===== src/rtl/dual_issue_fetch_queue_pkg.sv =====
// Shared types for the dual-issue fetch queue: instruction word, fetched pair,
// the NOP filler for empty issue slots and the in-order pop-count rule.
package fetch_pkg;

    typedef logic [31:0] instr_t;

    localparam instr_t NOP_INSTR = 32'h0000_0013;

    typedef struct packed {
        instr_t hi;
        instr_t lo;
    } fetch_pair_t;

    // Slot 1 can only retire together with slot 0, never ahead of it.
    function automatic logic [1:0] pop_count(input logic f1, input logic f2,
                                             input logic dep, input logic v0,
                                             input logic v1);
        if (f1 || !v0) return 2'd0;
        if (f2 || dep || !v1) return 2'd1;
        return 2'd2;
    endfunction

endpackage


===== src/rtl/dual_issue_fetch_queue_if.sv =====
// Bundle of the memory, redirect, scheduler-feedback and issue-slot signals.
// FETCHQ_PERF_EN adds the issued_count / empty_cycles observation counters.
interface dual_issue_fetch_queue_if;
    import fetch_pkg::*;

    logic        mem_req;
    logic [31:0] mem_addr;
    logic        mem_valid;
    fetch_pair_t mem_rdata;
    logic        redirect;
    logic [31:0] redirect_pc;
    logic        freeze1;
    logic        freeze2;
    logic        dependency_on_ins2;
    instr_t      instruction0;
    instr_t      instruction1;
    logic        valid0;
    logic        valid1;
    logic        nothing_filled;
`ifdef FETCHQ_PERF_EN
    logic [31:0] issued_count;
    logic [31:0] empty_cycles;

    modport master (
        output mem_req, mem_addr, instruction0, instruction1, valid0, valid1,
               nothing_filled, issued_count, empty_cycles,
        input  mem_valid, mem_rdata, redirect, redirect_pc, freeze1, freeze2,
               dependency_on_ins2
    );
    modport slave (
        input  mem_req, mem_addr, instruction0, instruction1, valid0, valid1,
               nothing_filled, issued_count, empty_cycles,
        output mem_valid, mem_rdata, redirect, redirect_pc, freeze1, freeze2,
               dependency_on_ins2
    );
`else
    modport master (
        output mem_req, mem_addr, instruction0, instruction1, valid0, valid1,
               nothing_filled,
        input  mem_valid, mem_rdata, redirect, redirect_pc, freeze1, freeze2,
               dependency_on_ins2
    );
    modport slave (
        input  mem_req, mem_addr, instruction0, instruction1, valid0, valid1,
               nothing_filled,
        output mem_valid, mem_rdata, redirect, redirect_pc, freeze1, freeze2,
               dependency_on_ins2
    );
`endif

endinterface


===== src/rtl/dual_issue_fetch_queue_fifo.sv =====
// Circular word buffer: up to two pushes and two pops per cycle, with a flush
// that wins over both. Exposes the two oldest entries and the fill count.
module fetch_fifo
    import fetch_pkg::*;
#(
    parameter int DEPTH = 8,
    localparam int CW = $clog2(DEPTH + 1),
    localparam int PW = $clog2(DEPTH)
) (
    input  logic          clk,
    input  logic          rst,
    input  logic          flush_i,
    input  logic [1:0]    push_cnt_i,
    input  instr_t        push0_i,
    input  instr_t        push1_i,
    input  logic [1:0]    pop_cnt_i,
    output instr_t        head0,
    output instr_t        head1,
    output logic [CW-1:0] count
);

    instr_t [DEPTH-1:0] mem_q, mem_d;
    logic [PW-1:0]      head_q, head_d, tail_q, tail_d;
    logic [PW-1:0]      head_nxt, tail_nxt;
    logic [CW-1:0]      count_q, count_d;

    assign head_nxt = head_q + PW'(1);
    assign tail_nxt = tail_q + PW'(1);

    always_comb begin
        mem_d   = mem_q;
        head_d  = head_q;
        tail_d  = tail_q;
        count_d = count_q;
        if (flush_i) begin
            head_d  = '0;
            tail_d  = '0;
            count_d = '0;
        end else begin
            if (push_cnt_i != 2'd0) mem_d[tail_q]   = push0_i;
            if (push_cnt_i == 2'd2) mem_d[tail_nxt] = push1_i;
            head_d  = head_q + PW'(pop_cnt_i);
            tail_d  = tail_q + PW'(push_cnt_i);
            count_d = count_q + CW'(push_cnt_i) - CW'(pop_cnt_i);
        end
    end

    // Payload needs no reset: count gates every read.
    always_ff @(posedge clk) begin
        mem_q <= mem_d;
    end

    always_ff @(posedge clk or posedge rst) begin
        if (rst) begin
            head_q  <= '0;
            tail_q  <= '0;
            count_q <= '0;
        end else begin
            head_q  <= head_d;
            tail_q  <= tail_d;
            count_q <= count_d;
        end
    end

    assign head0 = mem_q[head_q];
    assign head1 = mem_q[head_nxt];
    assign count = count_q;

endmodule


===== src/rtl/dual_issue_fetch_queue.sv =====
// Fetch queue feeding the dual-issue scheduler: one outstanding 64-bit fetch,
// redirect flush with stale-response discard. FETCHQ_PERF_EN adds counters.
module dual_issue_fetch_queue
    import fetch_pkg::*;
#(
    parameter int          DEPTH    = 8,
    parameter logic [31:0] RESET_PC = 32'h0000_0000
) (
    input  logic                      clk,
    input  logic                      rst,
    dual_issue_fetch_queue_if.master  bus
);

    localparam int CW = $clog2(DEPTH + 1);

    logic [31:0]   fetch_pc_q, fetch_pc_d;
    logic          outstanding_q, outstanding_d;
    logic          discard_q, discard_d;

    logic [CW-1:0] count;
    instr_t        head0, head1;
    logic          valid0, valid1, room;
    logic          mem_req, resp, accept;
    logic [1:0]    push_cnt, pop_cnt;
    instr_t        push0;

    assign valid0 = (count != '0);
    assign valid1 = (count >= CW'(2));
    assign room   = (count <= CW'(DEPTH - 2));

    // Held low through reset even though the flags already read idle.
    assign mem_req = !rst && !outstanding_q && !bus.redirect && room;

    // A strobe with nothing outstanding is stray and ignored.
    assign resp   = bus.mem_valid && outstanding_q;
    assign accept = resp && !discard_q && !bus.redirect;

    assign push_cnt = accept ? (fetch_pc_q[2] ? 2'd1 : 2'd2) : 2'd0;
    assign push0    = fetch_pc_q[2] ? bus.mem_rdata.hi : bus.mem_rdata.lo;
    assign pop_cnt  = bus.redirect ? 2'd0
                    : pop_count(bus.freeze1, bus.freeze2, bus.dependency_on_ins2,
                                valid0, valid1);

    always_comb begin
        fetch_pc_d    = fetch_pc_q;
        outstanding_d = outstanding_q;
        discard_d     = discard_q;

        if (bus.redirect) begin
            fetch_pc_d = bus.redirect_pc;
        end else if (accept) begin
            fetch_pc_d = fetch_pc_q + (fetch_pc_q[2] ? 32'd4 : 32'd8);
        end

        if (resp) begin
            outstanding_d = 1'b0;
            discard_d     = 1'b0;
        end
        if (mem_req) outstanding_d = 1'b1;

        // A response landing in the redirect cycle is dropped directly.
        if (bus.redirect && outstanding_q && !bus.mem_valid) discard_d = 1'b1;
    end

    always_ff @(posedge clk or posedge rst) begin
        if (rst) begin
            fetch_pc_q    <= RESET_PC;
            outstanding_q <= 1'b0;
            discard_q     <= 1'b0;
        end else begin
            fetch_pc_q    <= fetch_pc_d;
            outstanding_q <= outstanding_d;
            discard_q     <= discard_d;
        end
    end

    fetch_fifo #(.DEPTH(DEPTH)) u_fifo (
        .clk        (clk),
        .rst        (rst),
        .flush_i    (bus.redirect),
        .push_cnt_i (push_cnt),
        .push0_i    (push0),
        .push1_i    (bus.mem_rdata.hi),
        .pop_cnt_i  (pop_cnt),
        .head0      (head0),
        .head1      (head1),
        .count      (count)
    );

    assign bus.mem_req        = mem_req;
    assign bus.mem_addr       = fetch_pc_q & ~32'h7;
    assign bus.instruction0   = valid0 ? head0 : NOP_INSTR;
    assign bus.instruction1   = valid1 ? head1 : NOP_INSTR;
    assign bus.valid0         = valid0;
    assign bus.valid1         = valid1;
    assign bus.nothing_filled = !valid0;

`ifdef FETCHQ_PERF_EN
    logic [31:0] issued_q, issued_d, empty_q, empty_d;

    assign issued_d = issued_q + 32'(pop_cnt);
    assign empty_d  = empty_q + 32'(!valid0);

    always_ff @(posedge clk or posedge rst) begin
        if (rst) begin
            issued_q <= '0;
            empty_q  <= '0;
        end else begin
            issued_q <= issued_d;
            empty_q  <= empty_d;
        end
    end

    assign bus.issued_count = issued_q;
    assign bus.empty_cycles = empty_q;
`endif

endmodule

===== src/flat_wrapper.sv =====
// flat-port wrapper written by rule: the top's interface ports become plain ports
module dual_issue_fetch_queue_flat import fetch_pkg::*;
#(
    parameter int          DEPTH    = 8,
    parameter logic [31:0] RESET_PC = 32'h0000_0000
)
  (clk, rst, bus_mem_req, bus_mem_addr, bus_instruction0, bus_instruction1, bus_valid0, bus_valid1, bus_nothing_filled, bus_mem_valid, bus_mem_rdata, bus_redirect, bus_redirect_pc, bus_freeze1, bus_freeze2, bus_dependency_on_ins2);
  dual_issue_fetch_queue_if bus_i ();
  input  logic clk;
  input  logic rst;
  output wire logic [$bits(bus_i.mem_req)-1:0] bus_mem_req;
  output wire logic [$bits(bus_i.mem_addr)-1:0] bus_mem_addr;
  output wire logic [$bits(bus_i.instruction0)-1:0] bus_instruction0;
  output wire logic [$bits(bus_i.instruction1)-1:0] bus_instruction1;
  output wire logic [$bits(bus_i.valid0)-1:0] bus_valid0;
  output wire logic [$bits(bus_i.valid1)-1:0] bus_valid1;
  output wire logic [$bits(bus_i.nothing_filled)-1:0] bus_nothing_filled;
  input wire logic [$bits(bus_i.mem_valid)-1:0] bus_mem_valid;
  input wire logic [$bits(bus_i.mem_rdata)-1:0] bus_mem_rdata;
  input wire logic [$bits(bus_i.redirect)-1:0] bus_redirect;
  input wire logic [$bits(bus_i.redirect_pc)-1:0] bus_redirect_pc;
  input wire logic [$bits(bus_i.freeze1)-1:0] bus_freeze1;
  input wire logic [$bits(bus_i.freeze2)-1:0] bus_freeze2;
  input wire logic [$bits(bus_i.dependency_on_ins2)-1:0] bus_dependency_on_ins2;
  assign bus_mem_req = bus_i.mem_req;
  assign bus_mem_addr = bus_i.mem_addr;
  assign bus_instruction0 = bus_i.instruction0;
  assign bus_instruction1 = bus_i.instruction1;
  assign bus_valid0 = bus_i.valid0;
  assign bus_valid1 = bus_i.valid1;
  assign bus_nothing_filled = bus_i.nothing_filled;
  assign bus_i.mem_valid = bus_mem_valid;
  assign bus_i.mem_rdata = bus_mem_rdata;
  assign bus_i.redirect = bus_redirect;
  assign bus_i.redirect_pc = bus_redirect_pc;
  assign bus_i.freeze1 = bus_freeze1;
  assign bus_i.freeze2 = bus_freeze2;
  assign bus_i.dependency_on_ins2 = bus_dependency_on_ins2;
  dual_issue_fetch_queue #(.DEPTH(DEPTH), .RESET_PC(RESET_PC)) u_core (.clk(clk), .rst(rst), .bus(bus_i));
endmodule

===== config.mk =====
export PLATFORM = sky130hd
export DESIGN_NAME = dual_issue_fetch_queue_flat
export DESIGN_NICKNAME = d
export VERILOG_FILES = /design/src/rtl/dual_issue_fetch_queue_pkg.sv /design/src/rtl/dual_issue_fetch_queue_if.sv /design/src/rtl/dual_issue_fetch_queue_fifo.sv /design/src/rtl/dual_issue_fetch_queue.sv /design/src/flat_wrapper.sv
export SDC_FILE = /design/constraint.sdc
export NUM_CORES = 1
export LEC_CHECK = 0
export BUFFER_PORTS_ARGS = -buffer_cell sky130_fd_sc_hd__buf_4
export CORE_ASPECT_RATIO = 1.5
export CORE_MARGIN = 2
export CORE_UTILIZATION = 55
export DETAILED_ROUTE_END_ITERATION = 10
export PLACE_DENSITY = 0.76
export SLEW_MARGIN = 5
export SYNTH_ARGS = -nofsm -noshare
export SYNTH_HDL_FRONTEND = slang
export SYNTH_SLANG_ARGS = --single-unit
export TNS_END_PERCENT = 20

===== constraint.sdc =====
create_clock -name clk -period 2.45 [get_ports clk]
set_input_delay 0.245 -clock clk [delete_from_list [all_inputs] [get_ports clk]]
set_output_delay 0.245 -clock clk [all_outputs]
set_load 0.03 [all_outputs]

== After elaboration in Yosys (flattened, before gate mapping) ==
Cells that the tools add are included.

* Bits in registers: 300
* Bits in latches: 0
* Bits in writable memories: 0
* Memory bits (read-only): 0
* Bits of input ports: 103
* Word-level logic and storage cells: 90
* Memories: 0

* Add/sub/neg operators: 7
* $mul: 0
* Divide/modulo/power cells: 0
* Order comparisons: 8
* Equal/unequal tests: 1
* Shift-type cells: 0
* Multiplexer cells: 35
* Bitwise gates (word level): 0
* Reduce and logical (&&, ||, !) cells: 25

{| class="wikitable"
|+ Operator list
! operator !! count
|-
| $mux W256 || 3
|-
| $bwmux W256 || 2
|-
| $mux W32 || 9
|-
| $bmux W32 S3 || 2
|-
| $demux W32 S3 || 2
|-
| $add A32 B32 Y32 || 1
|-
| $lt A3 B4 Y1 const B || 4
|-
| $mux W2 || 7
|-
| $logic_and A1 B1 Y1 || 10
|-
| $mux W4 || 2
|-
| $reduce_bool A2 Y1 || 4
|-
| $logic_not A1 Y1 || 7
|-
| $add A3 B1 Y3 const B || 2
|-
| $add A3 B2 Y3 || 2
|-
| $ge A3 B1 Y1 const B || 2
|-
| $mux W1 || 6
|-
| $mux W3 || 2
|-
| $add A4 B2 Y4 || 1
|-
| $ge A4 B2 Y1 const B || 1
|-
| $le A4 B3 Y1 const B || 1
|-
| $reduce_bool A4 Y1 || 1
|-
| $sub A4 B2 Y4 || 1
|-
| $logic_or A1 B1 Y1 || 3
|-
| $eq A2 B2 Y1 const B || 1
|}

== Longest topological paths before layout ==
Gate-level depths: netlist (run 1).

* Depth in word-level cells: 10
* Gate-level depth with buffers: 14
* Mapped depth without buffers: 13

== Modules after synthesis ==
From an unflattened synthesis (run 1), not the netlist that was laid out.

* Cells, all modules: 2289
* Area total of the unflattened synthesis: 22153.7 µm²

{| class="wikitable"
|+ Modules (own cells, without submodules)
! module !! times used !! cells an instance !! area an instance (µm²) !! sequential area each (µm²)
|-
| fetch_fifo || 1 || 1912 || 19119.6 || 7937.6
|-
| dual_issue_fetch_queue || 1 || 377 || 3034.2 || 800.8
|}

== Worst setup path before layout (run 1) ==
OpenSTA, ideal clock, no wires.

* Kind: input -> register
* From: in bus_redirect
* To: reg u_core.fetch_pc_q[28]
* Setup time: 0.091 ns
* Data arrival time: 6.184 ns
* Required time: 2.359 ns
* Setup slack: -3.825 ns
* Cell stages on the path: 3
* Buffers on the path: 1
* Cells stage by stage: clkbuf_1 inv_1 mux2_2

* Cells in the longest elaborated chain, start to end: 3

{| class="wikitable"
|+ Ends and longest elaborated chain
! element !! line !! source
|-
| start: declaration || flat_wrapper.sv:20 || <nowiki>input wire logic [$bits(bus_i.redirect)-1:0] bus_redirect;</nowiki>
|-
| $logic_not A1 Y1 || dual_issue_fetch_queue.sv:36 || <nowiki>assign accept = resp && !discard_q && !bus.redirect;</nowiki>
|-
| $logic_and A1 B1 Y1 || dual_issue_fetch_queue.sv:36 ||
|-
| $reduce_bool A2 Y1 (no line) || -- ||
|-
| end signal: assignment || dual_issue_fetch_queue.sv:71 || <nowiki>fetch_pc_q <= fetch_pc_d;</nowiki>
|-
| end: declaration || dual_issue_fetch_queue.sv:16 || <nowiki>logic [31:0] fetch_pc_q, fetch_pc_d;</nowiki>
|}

Several ways; a longest one is shown, not always the timed one.
A chain may end at the register's enable or synchronous reset.

== Final worst setup path (run 1) ==
* From: reg u_core.u_fifo.head_q[0]
* To: out bus_instruction1[4]

* Cells in the longest elaborated chain, start to end: 4

{| class="wikitable"
|+ Ends and longest elaborated chain
! element !! line !! source
|-
| start: declaration || dual_issue_fetch_queue_fifo.sv:23 || <nowiki>logic [PW-1:0] head_q, head_d, tail_q, tail_d;</nowiki>
|-
| start signal: assignment || dual_issue_fetch_queue_fifo.sv:55 || <nowiki>head_q <= '0;</nowiki>
|-
| start signal: assignment || dual_issue_fetch_queue_fifo.sv:59 || <nowiki>head_q <= head_d;</nowiki>
|-
| $add A3 B1 Y3 || dual_issue_fetch_queue_fifo.sv:27 || <nowiki>assign head_nxt = head_q + PW'(1);</nowiki>
|-
| $bmux W32 S3 || dual_issue_fetch_queue_fifo.sv:66 || <nowiki>assign head1 = mem_q[head_nxt];</nowiki>
|-
| $mux W32 (implied by the code) || dual_issue_fetch_queue_fifo.sv:66 ||
|-
| $mux W32 || dual_issue_fetch_queue.sv:93 || <nowiki>assign bus.instruction1 = valid1 ? head1 : NOP_INSTR;</nowiki>
|-
| end: declaration || flat_wrapper.sv:14 || <nowiki>output wire logic [$bits(bus_i.instruction1)-1:0] bus_instruction1;</nowiki>
|}

Every way passes these cells. The select of a mux whose other input is x is not followed.

==> reports/qor.yml, run 1 <==
outcome: "finished with violations"
violations: "negative setup slack"
cts.clk_slew.worst_paths_ps: 70
vias_per_cell: 6.505
drc: 0
power.density_nw_per_um2: 778.6
io_pins: 203
worst-r2r-setup-slack_ps: -10
die_h_um: 239.5
critPathMaxStageDelay_ps: 550
grt_max_degree: 75
tightest_slew_ps: 583.5
synthArstFlopShare_pct: 14.09
drv_cap: 0
antenna_found_initial: 1
num_rows: 86
finalSetupTns_ps: -21750
cts_tree: "yes"
layout_common_cells: "336 x nand2_1, 284 x mux2i_1, 256 x edfxtp_1"
worst_slack_ps: -420.8
critPathLaunchType: "flip-flop"
synth_ff_type: "edfxtp_1"
die_area_um2: 38560
p_leak_nw: 8.821
numCtsBuffers: 31
finalClockSkew_ps: 26.57
ir_worst_vdd_v: 0.0006511
start_util_pct: 55.58
final_common_cell: "nand2_1"
slowest_stage: "mux4_2"
synth_area_um2: 20330
synth_cells: 1837
clk_latency_ps: 610
finalNetCount: 2131
synth_cell_type_count: 52
yosys_warnings: 0
reg2reg_depth: 13
total_power_mw: 19.29
post_drt_wl_per_cell_um: 24.87
via_count: 16392
core_um2: 36590
switching_share_pct: 36.93
synth_top_cell_by_area: "edfxtp_1"
seq_power_share_pct: 32.7
stdcell_area_um2: 24780
h-tree-depth: 1
holdPathStages: 3
post-route-util_pct: 67.73
min_to: "u_core.u_fifo.mem_q[118]"
slew_viol_final: 0
drive_above_1_share_pct: 29.34
p_int_mw: 12.17
hold_slack_ps: 3.158
cp-startpoint: "u_core.u_fifo.head_q[0]"
p_clk_share_pct: 23.4
hold_violations: 0
crit_type: "reg -> out"
cts_sinks: 298
cts.path.max_buffers: 3
first_iter_violations: 1966
post-route-period-util_pct: 117.2
grt_pass1_wl_mm: 94.60
end_kind: "output port"
synthTopCellsByArea: "edfxtp_1 38%, mux2i_1 14%, mux4_2 14%"
place_congestion: 0.8437
io_buffers: 197
power_frac_comb_pct: 44.0
wirelength_mm: 62.66
hp-class: "in -> reg"
max_freq_mhz: 348.3
timing.final.crit_period_ps: 2871
slew_headroom_pct: 60.69
crit_cells: 8
grt_usage_pct: 31.75
r2r-end: "u_core.u_fifo.count[3]"
worst-endpoint-arrival_ps: 2630
crit_buf_inv: 4
first_global_vias: 16368
worstPathCellList: "ha_4, buf_12, buf_8, buf_12, mux4_2, nand2_2, nand3_2, buf_6"
cp.required_ps: 2200
finalSetupViolCount: 65
die_width_um: 161.0
rsz0062_at_grt: "yes"
min_from: "bus_mem_rdata[54]"
synth.avg_cell_area_um2: 11.07
critical-path-top-delay-family: "multiplexers"
rr_startpoint: "u_core.u_fifo.count[2]"
area_delta_synth_final_pct: 21.86
p_sw_mw: 7.124
firstDrtPassIters: 6
synth_top_area_share_pct: 37.80
cts_root_buffer: "clkbuf_16"
dp_hpwl_mm: 37.58
grt_remaining_overflow: 0
crit_path_max_fanout: 5
synth-edff-count: 256
post_dp_cell_area_um2: 22560
yosysSeqAreaShare_pct: 42.97
crit_top_cell: "buf_12"
drtAntennaViolNets: 0
synth_seq_cells: 298
-- area by class of cell --
type	instances	area (um2)
Clock inverter	20	128.9
Timing Repair Buffer	341	3588
Multi-Input combinational cell	1321	10840
Sequential cell	298	8746
Inverter	19	75.07
Fill cell	2642	11810
Antenna cell	1	2.502
Clock buffer	36	794.5
Tap cell	484	605.6
-- power by group through the flow --
stage                     logic [mW]  registers, mW  clock network [mW]
after floorplan                 4.74           6.29                   0
after global placement          7.07           6.35                   0
after detailed placement        7.18           6.38                   0
after CTS                       8.20           6.28                4.52
after global routing            8.83           6.33                4.72
final                           8.48           6.30                4.51
-- repair_timing --
action | 4_1_cts | 5_1_grt
pin swaps | 17 | 11
hold endpoints to repair | 85 | 0
hold buffers | 41 | 0
endpoints found under the setup margin | 68 | 68
setup buffers | 8 | 2
resized for setup | 66 | 52
gates cloned | 13 | 0
-- Yosys cell counts, types with 5 or more instances --
library cell,n
nor3_1,7
dfrtp_1,42
ha_1,12
nand4_1,10
mux2_2,33
edfxtp_1,256
nand2_1,366
o21ai_0,255
xor2_1,15
nor2_1,45
buf_2,48
inv_1,19
xnor2_1,19
nor2b_1,6
buf_6,6
mux2i_1,289
a21oi_1,34
o21ai_1,29
buf_4,40
clkbuf_1,101
nor4_1,5
nand3_1,17
mux4_2,128
-- metrics by stage --
stage / worst slack (ps) / instances
4_1_cts: -445.3 / 2519
5_1_grt: -452.6 / 2520
6_report: -420.8 / 2520
3_3_place_gp: -39.05 / 2401
2_1_floorplan: -2217 / 1839
3_5_place_dp: -32.58 / 2401
-- registers in the layout, summed over array words and instances, names as in the netlist --
| signal | count |
|---|---|
| u_core.u_fifo.count | 4 |
| u_core.outstanding_q | 1 |
| u_core.discard_q | 1 |
| u_core.u_fifo.tail_q | 3 |
| u_core.u_fifo.mem_q | 256 |
| u_core.fetch_pc_q | 30 |
| u_core.u_fifo.head_q | 3 |
-- worst max-delay path by stage --
| stage | endpoint | slack, ps |
|---|---|---|
| 2_1_floorplan | u_core.fetch_pc_q[28] | -2220 |
| 3_3_place_gp | u_core.u_fifo.count[3] | -40 |
| 3_5_place_dp | u_core.u_fifo.count[1] | -30 |
| 4_1_cts | bus_instruction1[24] | -450 |
| 5_1_grt | bus_instruction1[4] | -450 |
| 6_report | bus_instruction1[4] | -420 |
-- cell families (layout without fill, tap and decap cells) --
logic type,count (synthesis),after routing,synth area share (%)
AOI/OAI and AO/OA,325,325,8.110
xor gates and xnor gates,36,36,1.624
adders and majority gates,16,16,1.132
buffers and inverters,220,416,5.476
DFF,298,298,42.97
muxes,450,450,30.23
other,1,4,0.01844
and+or+nand+nor,491,491,10.44
-- worst register-to-register path, cell delays in order, from the launching register on --
cell and delay (ps):
dfrtp_1 380, inv_2 50, ha_1 190, nor2b_4 140, nor3_2 160, nand2_1 110, inv_1 80, fa_1 410
inv_1 90, ha_1 220, a21o_1 170, a21oi_2 150, xnor2_1 130, nor2_1 50
-- metal layers --
metal / GRT usage [%] / vias up / wire (um)
li1: - / 7106 / -
met1: 37.92 / 8039 / 21930
met2: 55.66 / 1025 / 31850
met3: 4.693 / 222 / 5851
met4: 16.53 / 0 / 3033
met5: 0 / - / 0
Note: power is estimated with default switching activity, not from simulation.
==> run 2: changes to the inputs <==
--- a/config.mk
+++ b/config.mk
@@ -8,9 +8,9 @@
 export BUFFER_PORTS_ARGS = -buffer_cell sky130_fd_sc_hd__buf_4
 export CORE_ASPECT_RATIO = 1.5
 export CORE_MARGIN = 2
-export CORE_UTILIZATION = 55
+export CORE_UTILIZATION = 60
 export DETAILED_ROUTE_END_ITERATION = 10
-export PLACE_DENSITY = 0.76
+export PLACE_DENSITY = 0.79
 export SLEW_MARGIN = 5
 export SYNTH_ARGS = -nofsm -noshare
 export SYNTH_HDL_FRONTEND = slang
==> constraint.sdc (replaced) <==
create_clock -name clk -period 2.7 [get_ports clk]
set_input_delay 0.27 -clock clk [delete_from_list [all_inputs] [get_ports clk]]
set_output_delay 0.27 -clock clk [all_outputs]
set_load 0.03 [all_outputs]
==> run 2 against run 1 <==
The flow still finishes with violations (negative setup slack). Count of clock-buffer cells in the layout is 3 lower. Power is 7.0% lower. Sequential share of layout area is 0.61 points higher. First-iteration DRC count is 4.8% higher. Sequential cell count stayed put. Sequential power is 9.2% lower. Routed wire length is 0.40% lower. Non-clock buffer count is 36 lower. Combinational power is 12% lower. Critical path depth stayed put. Clock skew is 14 ps lower. Highest routed layer unchanged.
==> reports/qor.yml, run 2 (synthesized netlist as in run 1, its figures left out) <==
outcome: "finished with violations"
violations: "negative setup slack"
io_buffers: 197  # unchanged
wirelength_mm: 62.41  # -0.40%
rsz0062_at_grt: "yes"
first_iter_violations: 2060  # +4.8%
placed_cells: 2311  # -3.7%
worst-endpoint-arrival_ps: 2620  # about the same
grt_pass1_wl_mm: 93.05  # -1.6%
hold_violations: 0  # unchanged
ir_worst_vdd_v: 0.0006433  # -1.2%
io_pins: 203  # unchanged
slew_headroom_pct: 56.80  # -3.9 points
layout_common_cells: "333 x nand2_1, 286 x mux2i_1, 256 x edfxtp_1"
power.density_nw_per_um2: 736.9  # -5.4%
holdPathStages: 3  # unchanged
cp.required_ps: 2430  # +230 ps
fin_cells: 2420  # -4.0%
finalClockSkew_ps: 12.79  # -13.78 ps
min_from: "bus_mem_rdata[43]"
grt_use_met1_pct: 41.18  # +3.3 points
finalSetupViolCount: 49  # -25%
firstDrtPassIters: 6  # unchanged
multi_input_area_um2: 10810  # -0.23%
rr_startpoint: "u_core.u_fifo.count[2]"
met2_usage_pct: 57.96  # +2.3 points
ff_latch_area_um2: 8746  # unchanged
worst_slack_ps: -193.3  # +227.5 ps
tightest_slew_ps: 648.0  # +64.50 ps
max_freq_mhz: 345.6
post_dp_cell_area_um2: 22180  # -1.7%
start_util_pct: 60.80  # +5.2 points
clk_latency_ps: 590  # -20 ps
critPathLaunchType: "flip-flop"
finalSetupTns_ps: -4874  # +16880 ps
drc: 0  # unchanged
area_delta_synth_final_pct: 19.79
r2r-end: "u_core.u_fifo.count[3]"
h-tree-depth: 1  # unchanged
slew_viol_final: 0  # unchanged
place_congestion: 0.8288  # -1.8%
hp-class: "in -> reg"
cts_sinks: 298  # unchanged
cts_tree: "yes"
first_global_vias: 16504  # +0.83%
die_h_um: 229.5  # -4.2%
numCtsBuffers: 30  # -3.2%
grt_usage_pct: 33.86  # +2.1 points
vias_per_cell: 6.808  # +4.7%
drtAntennaViolNets: 0  # unchanged
use_met3_pct: 4.806  # +0.11 points
busiest_layer: "met2"
dp_slack_ps: 141.9  # +174.5 ps
final.fill_count: 2150  # -19%
antenna_found_initial: 1  # unchanged
min_to: "u_core.u_fifo.mem_q[43]"
final_common_cell: "nand2_1"
die_width_um: 154.3  # -4.2%
cts.clk_slew.worst_paths_ps: 70  # about the same
post-route-period-util_pct: 107.2
crit_path_max_fanout: 6  # +1
drive_above_1_share_pct: 29.06  # -0.27 points
core_um2: 33450  # -8.6%
dp_hpwl_mm: 34.53  # -8.1%
grt_remaining_overflow: 0  # unchanged
reg.largest.list: "u_core.u_fifo.mem_q: 256 flops, u_core.fetch_pc_q: 30 flops, u_core.u_fifo.count: 4 flops"
end_kind: "output port"
cts_root_buffer: "clkbuf_16"
die_area_um2: 35410  # -8.2%
reg2reg_depth: 13  # unchanged
post_drt_wl_per_cell_um: 25.79  # +3.7%
timing.final.crit_period_ps: 2893
via_count: 16475  # +0.51%
finalNetCount: 2094  # -1.7%
num_rows: 82  # -4.7%
hold_slack_ps: 37.59  # +34.43 ps
cts.path.max_buffers: 3  # unchanged
worst-r2r-setup-slack_ps: 140  # +150 ps
largest_reg_flops: 256  # unchanged
drv_cap: 0  # unchanged
stdcell_area_um2: 24360  # -1.7%
top_register: "u_core.u_fifo.mem_q"
crit_type: "reg -> out"
p_leak_nw: 8.644  # -2.0%
grt_max_degree: 74  # -1.3%
## run 2: changes by cell type in the layout (fill, tap and decap cells not counted), moves of 4 or more
cell and change:
clkinv_1 -4, bufinv_16 +7, buf_6 +10, buf_4 -23, buf_16 -6, clkbuf_16 +4
buf_12 -11, a21oi_1 -7, a21oi_2 +9, dlygate4sd3_1 -8
## run 2: how the worst max path moves through the flow
| stage | slack (ps) | from | end |
|---|---|---|---|
| 3_5_place_dp | 140 | u_core.u_fifo.count[2] | u_core.u_fifo.count[3] |
| 2_1_floorplan | -1990 | bus_redirect | u_core.fetch_pc_q[28] |
| 6_report | -190 | u_core.u_fifo.head_q[0] | bus_instruction1[4] |
| 4_1_cts | -220 | u_core.u_fifo.head_q[0] | bus_instruction0[3] |
| 5_1_grt | -220 | u_core.u_fifo.head_q[0] | bus_instruction1[4] |
| 3_3_place_gp | 200 | u_core.u_fifo.count[2] | u_core.u_fifo.count[3] |
## run 2: report_power, final
| group | total, mW | switching [mW] | internal (mW) |
|---|---|---|---|
| clock | 4.81 | 1.94 | 2.86 |
| sequential | 5.72 | 0.309 | 5.41 |
| combinational | 7.42 | 4.20 | 3.22 |
| total | 17.9 | 6.45 | 11.5 |
## run 2: stage by stage
step / utilization (%) / power [mW]
final: 72.83 / 17.95
after global routing: 72.83 / 18.45
after CTS: 72.15 / 17.64
after detailed placement: 66.30 / 12.14
after global placement: 66.30 / 12.01
after floorplan: - / 10.01
## run 2: routing by layer
layer | share of wire, % | up-vias
met5 | 0 | -
met4 | 5.3 | 0
met3 | 11 | 223
met2 | 50 | 1254
met1 | 34 | 7961
li1 | - | 7037
## run 2: area by class of cell
class	instances	area share, %
flip-flops and latches	298	35.91
clock inverters	23	1.366
repair buffers	305	12.64
clock buffers	33	3.216
well taps	420	2.157
multi-input cells	1321	44.40
diodes	1	0.01027
inverters	19	0.3082
## run 2: repair_timing
action / 4_1_cts / 5_1_grt
endpoints found under the setup margin: 57 / 65
hold buffers: 33 / 0
pin swaps: 16 / 11
buffers inserted: 10 / 1
endpoints found under the hold margin: 42 / 0
resized for setup: 60 / 56
gates cloned: 6 / 5
## run 2: worst max-delay path, cell delays in order, from the launching register on
cell,delay (ps)
dfrtp_4,510
ha_4,320
buf_12,110
buf_12,110
buf_16,140
mux4_2,520
nand2_2,90
nand3_2,80
buf_6,160
==> run 3: changes to the inputs <==
--- a/config.mk
+++ b/config.mk
@@ -6,7 +6,7 @@
 export NUM_CORES = 1
 export LEC_CHECK = 0
 export BUFFER_PORTS_ARGS = -buffer_cell sky130_fd_sc_hd__buf_4
-export CORE_ASPECT_RATIO = 1.5
+export CORE_ASPECT_RATIO = 1.25
 export CORE_MARGIN = 2
 export CORE_UTILIZATION = 60
 export DETAILED_ROUTE_END_ITERATION = 10
==> run 3 against run 2 <==
The run still ends with negative setup slack left. Via count down 1.6%. Highest routed layer unchanged. Core utilization down 0.89 points. Clock skew up 5.0 ps.
==> reports/qor.yml, run 3 (synthesized netlist as in run 1, its figures left out) <==
grt_pass1_wl_mm: 93.80  # +0.80%
holdPathStages: 3  # unchanged
num_rows: 75  # -8.5%
p_clk_share_pct: 25.6  # -1.2 points
crit_path_max_fanout: 9  # +3
final.fill_count: 2218  # +3.2%
finalClockSkew_ps: 17.83  # +5.041 ps
timing.final.crit_period_ps: 2884  # -9.363 ps
top_register: "u_core.u_fifo.mem_q"
grt_remaining_overflow: 0  # unchanged
io_pins: 203  # unchanged
hp-class: "in -> reg"
antenna_found_initial: 1  # unchanged
fin_cells: 2420  # unchanged
violations: "negative setup slack"
die_width_um: 168.7  # +9.3%
numCtsBuffers: 34  # +13%
post-route-period-util_pct: 106.8  # -0.35 points
worst_slack_ps: -184.0  # +9.363 ps
placed_cells: 2319  # +0.35%
layout_common_cells: "342 x nand2_1, 286 x mux2i_1, 256 x edfxtp_1"
power_frac_comb_pct: 41.4  # about the same
crit_type: "reg -> out"
vias_per_cell: 6.699  # -1.6%
post_drt_wl_per_cell_um: 25.06  # -2.8%
min_to: "u_core.fetch_pc_q[6]"
p_int_mw: 11.10  # -3.5%
cts_sinks: 298  # unchanged
start_util_pct: 60.70  # -0.098 points
cts.path.max_buffers: 3  # unchanged
wl_met2_mm: 29.99  # -3.7%
cts_root_buffer: "clkbuf_16"
finalNetCount: 2096  # +0.096%
r2r-end: "u_core.u_fifo.count[3]"
post-route-util_pct: 71.93  # -0.89 points
finalSetupViolCount: 45  # -8.2%
wirelength_mm: 60.64  # -2.8%
die_area_um2: 35390  # about the same
cts_tree: "yes"
reg2reg_depth: 13  # unchanged
met3_length_mm: 6.833  # -2.1%
h-tree-depth: 2  # +1
drtAntennaViolNets: 0  # unchanged
drc: 0  # unchanged
first_global_vias: 16650  # +0.88%
max_freq_mhz: 346.7  # +0.32%
power.density_nw_per_um2: 720.0  # -2.3%
min_from: "bus_redirect_pc[6]"
first_iter_violations: 2087  # +1.3%
critPathLaunchType: "flip-flop"
ir_worst_vdd_v: 0.0006100  # -5.2%
area_delta_synth_final_pct: 18.51
seq_power_share_pct: 33.0  # +1.1 points
m1WireLength_mm: 21.16  # +0.82%
io_buffers: 197  # unchanged
worst-r2r-setup-slack_ps: 200  # +60 ps
outcome: "finished with violations"
reg.largest.list: "u_core.u_fifo.mem_q: 256 flops, u_core.fetch_pc_q: 30 flops, u_core.u_fifo.count: 4 flops"
end_kind: "output port"
cp.required_ps: 2430  # about the same
rsz0062_at_grt: "yes"
hold_violations: 0  # unchanged
top_layer_used: "met4"
dp_hpwl_mm: 35.04  # +1.5%
final_common_cell: "nand2_1"
worst-endpoint-arrival_ps: 2610  # about the same
clk_latency_ps: 530  # -60 ps
grt_max_degree: 68  # -8.1%
cts.clk_slew.worst_paths_ps: 60  # about the same
tightest_slew_ps: 790.1  # +142.0 ps
drive_above_1_share_pct: 27.56  # -1.5 points
largest_reg_flops: 256  # unchanged
p_leak_nw: 8.573  # -0.82%
place_congestion: 0.8553  # +3.2%
rr_startpoint: "u_core.u_fifo.count[2]"
core_um2: 33500  # +0.16%
slew_viol_final: 0  # unchanged
firstDrtPassIters: 5  # -1
via_count: 16212  # -1.6%
drv_cap: 0  # unchanged
slew_headroom_pct: 47.27  # -9.5 points
p_sw_mw: 6.252  # -3.1%
die_h_um: 209.8  # -8.6%
switching_share_pct: 36.03  # +0.085 points
grt_usage_pct: 34.44  # +0.58 points
run 3: metal layers:
| layer | global-route usage [%] | up-vias |
|---|---|---|
| met2 | 57.00 | 1119 |
| met4 | 17.60 | 0 |
| met5 | 0 | - |
| met1 | 43.27 | 7860 |
| met3 | 6.789 | 206 |
| li1 | - | 7027 |
run 3: worst max-delay path by stage:
stage / slack [ps] / start / endpoint / cells past startpoint
4_1_cts: -190 / u_core.u_fifo.head_q[0] / bus_instruction1[4] / 8
3_5_place_dp: 150 / u_core.u_fifo.count[2] / u_core.u_fifo.count[3] / 13
5_1_grt: -240 / u_core.u_fifo.head_q[0] / bus_instruction1[23] / 7
2_1_floorplan: -1990 / bus_redirect / u_core.fetch_pc_q[28] / 3
3_3_place_gp: 220 / u_core.u_fifo.count[2] / u_core.u_fifo.count[3] / 13
6_report: -180 / u_core.u_fifo.head_q[0] / bus_instruction1[23] / 7
run 3: timing repair:
item | 4_1_cts | 5_1_grt
pin swaps | 11 | 7
cloned | 9 | 0
endpoints found under the setup margin | 56 | 60
hold buffers | 32 | 0
gates resized for setup | 55 | 25
setup buffers | 6 | 1
endpoints found under the hold margin | 52 | 0
run 3: layout make-up:
type	instances	area (um2)	share of cell area, %
multi-input cells	1321	10750	44.60
flip-flops and latches	298	8748	36.30
repair buffers	303	2985	12.39
clock buffers	44	909.6	3.775
well taps	423	529.3	2.196
clock inverters	11	101.3	0.4206
inverters	19	75.07	0.3115
diodes	1	2.502	0.01038
run 3: critical path: stages (launching register included):
cell	delay, ps
dfrtp_4	530
ha_4	350
buf_12	140
buf_16	160
mux4_2	500
nand2_1	100
a21oi_1	110
buf_4	200
run 3: stage by stage:
| step | setup TNS, ps | area, um2 | power (mW) | setup WS [ps] | hold slack, ps |
|---|---|---|---|---|---|
| 6_report | -4480 | 24100 | 17.35 | -184.0 | 13.51 |
| 3_3_place_gp | 0 | 22190 | 12.03 | 224.7 | 463.9 |
| 3_5_place_dp | 0 | 22190 | 12.16 | 151.0 | 463.0 |
| 4_1_cts | -5303 | 24090 | 17.31 | -191.9 | 12.39 |
| 2_1_floorplan | -497760 | 20370 | 10.01 | -1992 | 355.9 |
| 5_1_grt | -7806 | 24100 | 17.89 | -236.4 | 5.833 |
run 3: power groups by stage:
stage,Combinational [mW],Sequential [mW],Clock [mW]
after global routing,7.52,5.77,4.60
after detailed placement,6.36,5.79,0
after global placement,6.27,5.76,0
after CTS,7.16,5.71,4.44
final,7.19,5.73,4.44
after floorplan,4.30,5.70,0
